==> config.mk <==
export PLATFORM = sky130hd
export DESIGN_NAME = crc32_byte_step
export DESIGN_NICKNAME = d
export VERILOG_FILES = /design/src/rtl/eth_fcs_checker_pkg.sv /design/src/rtl/crc32_byte_step.sv
export SDC_FILE = /design/constraint.sdc
export NUM_CORES = 1
export LEC_CHECK = 0
export BUFFER_PORTS_ARGS = -buffer_cell sky130_fd_sc_hd__buf_4
export CORE_ASPECT_RATIO = 0.9
export CORE_MARGIN = 1
export CORE_UTILIZATION = 42
export DETAILED_ROUTE_END_ITERATION = 12
export PLACE_DENSITY = 0.84
export REMOVE_ABC_BUFFERS = 1
export SLEW_MARGIN = 20
export SYNTH_ARGS = -nofsm -noshare
export SYNTH_HDL_FRONTEND = slang
export SYNTH_SLANG_ARGS = --single-unit
export TNS_END_PERCENT = 50
==> constraint.sdc <==
create_clock -name vclk -period 1.3
set_input_delay 0 -clock vclk [all_inputs]
set_output_delay 0 -clock vclk [all_outputs]
set_load 0.1 [all_outputs]
==> src/rtl/eth_fcs_checker_pkg.sv <==
// Shared constants and types for the Ethernet RX FCS checker and
// the CRC-32 step that the TX side will also use.
package eth_fcs_checker_pkg;

   localparam int DATALEN = 8;
   localparam int CRC_LEN = 32;

   // IEEE 802.3 polynomial in reflected (LSB-first) form
   localparam logic [CRC_LEN-1:0] CRC_POLY_REV = 32'hEDB88320;
   // Register value left after clocking a good frame's own FCS through
   localparam logic [CRC_LEN-1:0] CRC_RESIDUE  = 32'hDEBB20E3;
   localparam logic [CRC_LEN-1:0] CRC_INIT     = 32'hFFFFFFFF;

   typedef enum logic [1:0] {
      IDLE,
      RUN,
      OVF
   } fcs_chk_state_t;

endpackage

==> src/rtl/crc32_byte_step.sv <==
// Combinational CRC-32 update for one byte, reflected form, LSB first.
// Ports: crc_i current register, data_i byte, crc_o register after 8 steps.
module crc32_byte_step
   import eth_fcs_checker_pkg::*;
(
   input  logic [CRC_LEN-1:0] crc_i,
   input  logic [DATALEN-1:0] data_i,
   output logic [CRC_LEN-1:0] crc_o
);

   logic [CRC_LEN-1:0] c;

   always_comb begin
      // Fold the whole byte in first; each shift then consumes one bit
      c = crc_i ^ {{(CRC_LEN-DATALEN){1'b0}}, data_i};
      for (int i = 0; i < DATALEN; i++) begin
         c = c[0] ? ((c >> 1) ^ CRC_POLY_REV) : (c >> 1);
      end
      crc_o = c;
   end

endmodule

==> results of run 1 <==
## kinds of logic after synthesis
family | after synthesis
XOR/XNOR | 66
buffers and inverters | 1
## stage by stage
| step | hold slack [ns] | instance area, µm² | TNS [ns] | setup slack (ns) | utilization |
|---|---|---|---|---|---|
| 2_1_floorplan | 0.5748 | 924.6 | -19.93 | -1.216 | - |
| 3_3_place_gp | 0.3629 | 1699 | -1.368 | -0.2267 | 0.8541 |
| 3_5_place_dp | 0.3651 | 1699 | -1.696 | -0.2229 | 0.8541 |
| 4_1_cts | 0.3651 | 1884 | -0.1148 | -0.04680 | 0.9472 |
## timing repair
action | CTS
hold buffers | 0
gates resized for setup | 32
setup buffers | 3
pin swaps | 9
gates cloned | 0
endpoints found under the setup margin | 19
==> results.md, run 1 <==
- Post-synth cell types: 10
- Largest family of logic cells by synthesized area: XOR/XNOR gates
- Syn. warnings: 0
- Seq/Total Area, Yosys: 0
- Xor-xnor portion of the synthesized cell area: 0.9959
- Commonest cells post-synth: xnor2_1 (30), xnor3_1 (10), xor2_1 (9)
- Cell row count: 15
- Worst EP kind: output port
- IO Count: 72
- Syn Area/Cell: 13.80 µm²
- Adder-cell share of the synthesized area: 0
- Post-synthesis mux area share: 0
- Routability cong.: 0.6640
- Post-Synthesis Cells: 67
- Final HPWL DP: 2020 µm
- Worst_ep grt: crc_o[19]
- Dominant cells by area after synthesis: xnor2_1 (28%), xnor3_1 (24%), xor3_1 (13%), xnor2_2 (11%), xor2_1 (8.5%)
- Area leader, netlist: xnor2_1
- Initial core utilization: 0.4648
- Dpl cells: 191
- Chip width: 51.46 µm
- Dominant cell by count in the synthesized netlist: xnor2_1
- Exit stage: 5_1_grt
- Outcome: aborted with a tool error
- Largest net degree at the start of global routing: 6
- Stop Error: [ERROR DPL-0038] Utilization greater than 100%, impossible to legalize
- Buffers on Ports: 72
- Simple-Gate Fraction of Synth Area: 0
- Share of the synthesized area in the top cell type: 0.2842
- Die Span Y: 46.51 µm
- Synthesized cell area: 924.6 µm²
- Synth Area in Compound Gates: 0
==> run 2, diff against run 1 <==
--- a/config.mk
+++ b/config.mk
@@ -6,11 +6,10 @@
 export NUM_CORES = 1
 export LEC_CHECK = 0
 export BUFFER_PORTS_ARGS = -buffer_cell sky130_fd_sc_hd__buf_4
-export CORE_ASPECT_RATIO = 0.9
-export CORE_MARGIN = 1
-export CORE_UTILIZATION = 42
+export CORE_AREA = 2 2 63 65
 export DETAILED_ROUTE_END_ITERATION = 12
-export PLACE_DENSITY = 0.84
+export DIE_AREA = 0 0 65 67
+export PLACE_DENSITY_LB_ADDON = 0.15
 export REMOVE_ABC_BUFFERS = 1
 export SLEW_MARGIN = 20
 export SYNTH_ARGS = -nofsm -noshare
==> results.md, run 2 <==
- Outcome: complete, but fails checks
- Failing checks: negative setup slack
- Max_cap viols: 0
- Drt first pass iters: 4
- Register area: 0 µm²
- Final HPWL DP: 2209 µm
- Cell repeated most along the worst path: buf_4
- Area leader, netlist: xnor2_1
- Final Setup Violations: 6
- IO Count: 72
- Core Footprint: 0.003606 mm²
- Final Cycle Share: 1.026
- Xor-xnor portion of the synthesized cell area: 0.9959
- Routability cong.: 0.6261
- Commonest cells post-synth: xnor2_1 (30), xnor3_1 (10), xor2_1 (9)
- CP Max Fanout: 5
- Adder-cell share of the synthesized area: 0
- Worst path cell trace: buf_4 -> xor2_2 -> buf_4 -> xor3_2 -> xnor2_2 -> buf_12
- Drt wl/cell: 11.92 µm
- Post-synthesis mux area share: 0
- Total gr overflow: 0
- Synthesized cell area: 924.6 µm²
- Share of cells above drive strength 1: 0.7485
- Tightest Pin Transition: 0.2799 ns
- Startpoint types: input pin
- Max-slew violation count: 0
- Initial antenna violation count: 0
- Crit-path slowest cell: xor3_2
- Unrepaired setup endpoints after global routing: yes
- Post-synth cell types: 10
- Final ANT Viol Nets: 0
- Share of the synthesized area in the top cell type: 0.2842
- Synth Area in Compound Gates: 0
- Initial core utilization: 0.2564
- Number of global-route vias before repair: 928
- Diode count: 0
- Buffers on Ports: 72
- Final hold vios: 0
- CP max stage delay: 0.44 ns
- Seq/Total Area, Yosys: 0
- Syn. warnings: 0
- Setup crit end kind: output pin
- First-pass GRT wire length: 4181 µm
- Arr. time, crit path: 1.33 ns
- Die Span Y: 67 µm
- Gr usage total: 0.1218
- Most used cells in the layout excluding fill and tap cells: buf_4 (70), xnor2_1 (24), buf_6 (21), xnor2_2 (9), xnor3_1 (9)
- Layout area overhead: 127.1%
- Fmax: 0.7496 GHz
- Syn Area/Cell: 13.80 µm²
- Final wirelength: 2611 µm
- Kind of critical path: in2out
- Worst setup slack after layout: -0.03396 ns
- Post-route DRC violation count: 0
- Chip width: 65 µm
- Clock buffers: 0
- Min Clock Period, post-route: 1.334 ns
- Dominant cell by count in the synthesized netlist: xnor2_1
- WP data required: 1.30 ns
- Vias/cell: 3.918
- Nets: 213
- Final core utilization: 0.5822
- Cell row count: 22
- Commonest non-fill, non-tap cell in the layout: buf_4
- Dominant cells by area after synthesis: xnor2_1 (28%), xnor3_1 (24%), xor3_1 (13%), xnor2_2 (11%), xor2_1 (8.5%)
- Classification of the worst-slack hold path: in2out
- Hold path depth: 3
- Simple-Gate Fraction of Synth Area: 0
- Largest net degree at the start of global routing: 7
- Seq cells: 0
- Relative slew margins: 0.8149
- Die area: 0.004355 mm²
- Vias after detailed routing: 858
- Post-Synthesis Cells: 67
- Hold_buf cts: 0
- Largest family of logic cells by synthesized area: XOR/XNOR gates
- Initial DRC count: 7
run 2: cell counts after synthesis:
Identical to the previous run, type by type.
run 2: cells by family (layout without fill, tap and decap cells):
logic type / Yosys count / count (layout)
buffers and inverters: 1 / 105
xor gates and xnor gates: 66 / 66
run 2: what timing repair did:
action / in CTS / in global routing
setup endpoints to repair: 21 / 25
resized for setup: 34 / 36
buffers inserted: 1 / 2
pin swaps: 11 / 7
run 2: cell type report:
type                            count  area, µm²
Fill cell                         326       1506
Inverter                            1      3.754
Multi-Input combinational cell     66       1044
Tap cell                           48      60.06
Timing Repair Buffer              104      992.2
run 2: worst max-delay path: cells and delay by family:
kind | cells | cell delay (ns)
xor+xnor | 3 | 0.82
buf+inv | 3 | 0.50
run 2: per-stage QoR:
step                area, µm²  cells  setup WS [ns]  hold slack [ns]  setup TNS, ns
finish                   2100    219       -0.03396           0.3456        -0.1060
global placement         1743    216        -0.2677           0.3629         -1.324
floorplan               924.6     67         -1.216           0.5748         -19.93
global route             2100    219        -0.1022           0.3588        -0.6175
CTS                      1912    217       -0.04434           0.3488        -0.2613
detailed placement       1743    216        -0.2786           0.3640         -1.272
run 2: layer usage:
metal	track usage	up-vias	wire [µm]
li1	-	424	-
met1	0.1415	392	939
met2	0.2487	42	1419
met3	0.01520	0	252
met4	0	0	0
met5	0	-	0
run 2: worst paths after layout:
kind / from / end / slack [ns]
max: data_i[1] / crc_o[5] / -0.03
min: crc_i[16] / crc_o[8] / 0.35
Power of run 2 is not shown: default switching activity piles up to over one toggle a cycle in this logic, so the estimate is an artifact.
